### config.mk
export PLATFORM = sky130hd
export DESIGN_NAME = selector_rr_n
export DESIGN_NICKNAME = d
export VERILOG_FILES = /design/src/rtl/selector_rr_n.sv
export SDC_FILE = /design/constraint.sdc
export NUM_CORES = 1
export LEC_CHECK = 0
export CAP_MARGIN = 20
export CORE_MARGIN = 5
export CORE_UTILIZATION = 34
export DETAILED_ROUTE_END_ITERATION = 7
export PLACE_DENSITY = 0.8
export SYNTH_ARGS = -nofsm -noshare
export SYNTH_HDL_FRONTEND = slang
export SYNTH_SLANG_ARGS = --single-unit
### constraint.sdc
create_clock -name iClk -period 2.44 [get_ports iClk]
set_input_delay 0.244 -clock iClk [delete_from_list [all_inputs] [get_ports iClk]]
set_output_delay 0.244 -clock iClk [all_outputs]
set_load 0.005 [all_outputs]
### src/rtl/selector_rr_n.sv
// N-way WIDTH-bit request selector, round-robin or fixed priority, with a registered output word.
// Latency: one cycle from the grant (oGnt) to the word on oZ with oValid high.
// Backpressure: iReady low while oValid is high stalls the stage; no grant is issued and all state holds.
module selector_rr_n #(
    parameter int WIDTH = 32,
    parameter int NUM   = 4,
    parameter int SEL_W = $clog2(NUM)
) (
    input  logic                 iClk,
    input  logic                 iRst,
    input  logic [NUM-1:0]       iReq,
    input  logic [NUM*WIDTH-1:0] iData,
    input  logic                 iMode,
    input  logic                 iReady,
    output logic [NUM-1:0]       oGnt,
    output logic [WIDTH-1:0]     oZ,
    output logic [SEL_W-1:0]     oSel,
    output logic                 oValid
);

    logic [SEL_W-1:0] ptr_q, ptr_d;
    logic [WIDTH-1:0] z_q, z_d;
    logic [SEL_W-1:0] sel_q, sel_d;
    logic             valid_q, valid_d;

    logic             accept;
    logic             win_vld;
    logic [SEL_W-1:0] win_idx;
    logic             gnt_vld;
    logic [WIDTH-1:0] win_dat;

    // The output register may take a new word when it is empty or being drained this cycle.
    assign accept  = !valid_q || iReady;
    assign gnt_vld = accept && win_vld && !iRst;

    // Winner search: start at ptr (round-robin) or 0 (fixed priority), ascending with wrap.
    always_comb begin
        int start;
        int c;
        win_vld = 1'b0;
        win_idx = '0;
        start   = iMode ? 0 : int'(ptr_q);
        c       = 0;
        for (int i = 0; i < NUM; i++) begin
            c = start + i;
            if (c >= NUM) begin
                c = c - NUM;
            end
            if (!win_vld && iReq[c]) begin
                win_vld = 1'b1;
                win_idx = SEL_W'(c);
            end
        end
    end

    // Only the winning lane is routed, so idle lanes never reach oZ.
    assign win_dat = iData[int'(win_idx)*WIDTH +: WIDTH];

    // One-hot grant, suppressed during reset and when the output stage is stalled.
    always_comb begin
        oGnt = '0;
        if (gnt_vld) begin
            oGnt[win_idx] = 1'b1;
        end
    end

    // Next-state for the output word and the round-robin pointer.
    always_comb begin
        ptr_d   = ptr_q;
        z_d     = z_q;
        sel_d   = sel_q;
        valid_d = valid_q;
        if (gnt_vld) begin
            z_d     = win_dat;
            sel_d   = win_idx;
            valid_d = 1'b1;
            if (!iMode) begin
                ptr_d = (win_idx == SEL_W'(NUM-1)) ? '0 : win_idx + 1'b1;
            end
        end else if (accept) begin
            // Drained with nothing to replace it; data and index keep their last values.
            valid_d = 1'b0;
        end
    end

    // State registers; reset clears the held word immediately, without waiting for an edge.
    always_ff @(posedge iClk or posedge iRst) begin
        if (iRst) begin
            ptr_q   <= '0;
            z_q     <= '0;
            sel_q   <= '0;
            valid_q <= 1'b0;
        end else begin
            ptr_q   <= ptr_d;
            z_q     <= z_d;
            sel_q   <= sel_d;
            valid_q <= valid_d;
        end
    end

    assign oZ     = z_q;
    assign oSel   = sel_q;
    assign oValid = valid_q;

endmodule

==> qor.yml <==
clocking:
  clock-sinks: 37
  insertion_delay_ns: 0.29
  holdBufCountCts: 0
  cts.clk_slew.worst_paths_ns: 0.07
  h-tree-depth: 2
  clockRootBuffer: "clkbuf_8"
  cts_buffers: 5
  cts_tree: "yes"
  cts_buffer_depth: 2
yosys:
  syn_area_um2: 2888
  yosysSeqAreaShare: 0.3206
  avgSynthCellArea_um2: 9.562
  synth-seq-cells: 37
  yosys.area.top_type: "dfrtp_1"
  synth_edf_count: 0
  synth_ff_type: "dfrtp_1"
  synth_area_leaders: "dfrtp_1, o221ai_1, mux2i_1, o21a_1, nand2_1"
  synth_cells: 302
  yosys.cell_types.count: 47
  syn_nets: 439
  ys_async_sr_fraction: 1.000
  synthDominantCellAreaShare: 0.3206
  yosys_warnings: 0
cells_and_area:
  stdcell_count: 601
  area_delta_synth_final_pct: 82.67
  register_area_um2: 928.4
  nFillCells: 687
  multiInputGateArea_um2: 1896
  nets: 632
  diodes: 0
  layout-drive-gt1-share: 0.1976
sta:
  setup_viol: 36
  finalHoldViolations: 0
  holdWs_ns: 0.4204
  drv_slew: 0
  timing.final.ws_setup_ns: -0.2228
  rsz0062_at_grt: "yes"
  period_share: 1.091
  maxSlewHeadroom: 0.6589
  worst_slew_pin_slew_ns: 0.5116
  fin_skew_ns: 0.004085
  period_minus_slack_ns: 2.663
  timing.fmax_mhz: 375.5
  tns_ns: -3.292
worst_setup_path:
  cp-start-kind: "register"
  slowest_stage: "dfrtp_2"
  crit_chain: "buf_6, nor2b_1, a32o_2, o21bai_1, a211o_1, a31oi_1, or3_4, buf_6, nor2_2, buf_2"
  crit_required_ns: 2.20
  crit_fanout: 5
  cp_slowest_stage_delay_ns: 0.44
  cpMostUsedCell: "buf_6"
  worstSetupPathType: "register to output port"
  endpoint_kind: "output port"
  worstPathArrival_ns: 2.42
drt:
  via_count: 3459
  drt_iter0_markers: 134
  wl_per_cell_um: 19.77
  drt-total-wl_um: 11880
  postRouteAntennaNets: 0
  first_pass_iters: 4
  via_per_inst: 5.755
  drc_errors: 0
power_and_ir_drop:
  leakage_nw: 2.101
  ir_worst_vdd_mv: 0.5183
  p_per_area_nw_per_um2: 1079
global_routing:
  grt_antenna_before_repair: 0
  grt_pass1_vias: 3741
  gr-usage-all-layers: 0.2133
  grt_pass1_wl_um: 17660
  gr-total-overflow: 0
  grt_start_max_net_pins: 49
placement:
  dpl.cell_count: 579
  hpwl_um: 8178
  io_buffers: 174
  place_congestion: 0.9379
outcome:
  status: "finished with violations"
  violations: "setup timing"
floorplan:
  io_pins: 175
  initial_core_util: 0.3497
  core_area_um2: 8258
  die_width_um: 102.2
  die_area_um2: 10440
  die_h_um: 102.2
  num_rows: 33
worst_hold_path:
  min_path_type: "primary input to async pin"
run:
  maxCapViolations: 0
==> Yosys cell counts (all sizes together), types with 3 or more instances <==
library cell,number
o221ai,64
nand2,41
dfrtp,37
mux2i,33
o21a,33
buf,25
clkbuf,9
nor2,6
o21ai,6
inv,4
nand2b,4
nor2b,4
and2,3
==> worst paths after layout <==
| path | startpoint | endpoint | slack, ns | depth (start not counted) |
|---|---|---|---|---|
| max | ptr_q[1]$_DFFE_PP0P_ | oGnt[0] | -0.22 | 10 |
| min in group iClk | oZ[1]$_DFFE_PP0P_ | oZ[1]$_DFFE_PP0P_ | 0.49 | 2 |
| min reg2reg | oZ[1]$_DFFE_PP0P_ | oZ[1]$_DFFE_PP0P_ | 0.49 | 2 |
| max in group asynchronous | iRst | ptr_q[0]$_DFFE_PP0P_ | 1.65 | 3 |
| min | iRst | oValid$_DFFE_PP0P_ | 0.42 | 3 |
| max reg2reg | ptr_q[1]$_DFFE_PP0P_ | oZ[2]$_DFFE_PP0P_ | -0.10 | 9 |
==> layer usage <==
metal / part of all wire / GRT usage
met4: 0.041 / 0.1049
met3: 0.080 / 0.06143
met5: 0 / 0
met2: 0.53 / 0.3923
met1: 0.35 / 0.2202
==> registers in the layout, summed over array words and instances, names as in the netlist <==
register	flops
oZ	32
oSel	2
ptr_q	2
oValid	1
==> metrics by stage <==
stage	util	cell area [um^2]	power (mW)	setup WS [ns]
finish	0.6388	5275	5.692	-0.2228
CTS	0.6070	5012	5.126	-0.3543
floorplan	-	2939	3.163	-0.008636
global route	0.6388	5275	6.087	-0.3345
detailed placement	0.5900	4872	4.585	-0.4626
global placement	0.5900	4872	4.501	-0.4443
==> critical path, delay by kind of cell, from the launching register on <==
kind	cells	cell delay, ns
AO/OA/AOI/OAI	4	0.69
buffers and inverters	3	0.38
flip-flops	1	0.44
AND/OR/NAND/NOR	3	0.61
==> logic make-up (layout without fill, tap and decap cells) <==
kind of cell	Yosys count	count (layout)	share of synthesized area
flops	37	37	0.3206
mux	35	35	0.1222
fa+ha+maj	1	1	0.004332
simple gates	69	69	0.1166
compound gates	121	121	0.3575
buf+inv	38	232	0.07582
xor+xnor	1	1	0.003033
==> power by group <==
group	internal (mW)	total (mW)	leakage, nW	switching, mW
combinational	2.27	4.17	1.61	1.89
clock	0.203	0.432	0.0385	0.230
sequential	0.914	1.09	0.448	0.178
total	3.39	5.69	2.10	2.30
==> layout make-up <==
class / instances / area share
repair buffers: 220 / 0.4205
multi-input cells: 227 / 0.3593
clock inverters: 1 / 0.001423
inverters: 4 / 0.003321
clock buffers: 7 / 0.01447
well taps: 105 / 0.02491
flip-flops and latches: 37 / 0.1760
==> placed cells by master (no fill, tap or decap), types with 3 or more instances in the layout <==
cell,Yosys,final
o221ai_2,7,20
mux2i_1,33,30
clkbuf_16,0,4
nor2b_1,4,4
nand2b_1,4,4
buf_4,4,30
o21a_1,33,33
buf_2,13,3
nand2_1,40,40
nor2_1,5,4
o221ai_1,57,44
clkbuf_8,0,5
clkdlybuf4s50_1,0,170
buf_6,6,9
buf_12,0,3
dfrtp_1,37,35
o21ai_0,6,6
==> what timing repair did <==
item                                    in CTS  in global routing
endpoints found under the setup margin      37                 40
gates resized for setup                     21                 28
setup buffers                                8                  2
pin swaps                                   10                  8
gates cloned                                 0                  5
Note: power is estimated with default switching activity, not from simulation.
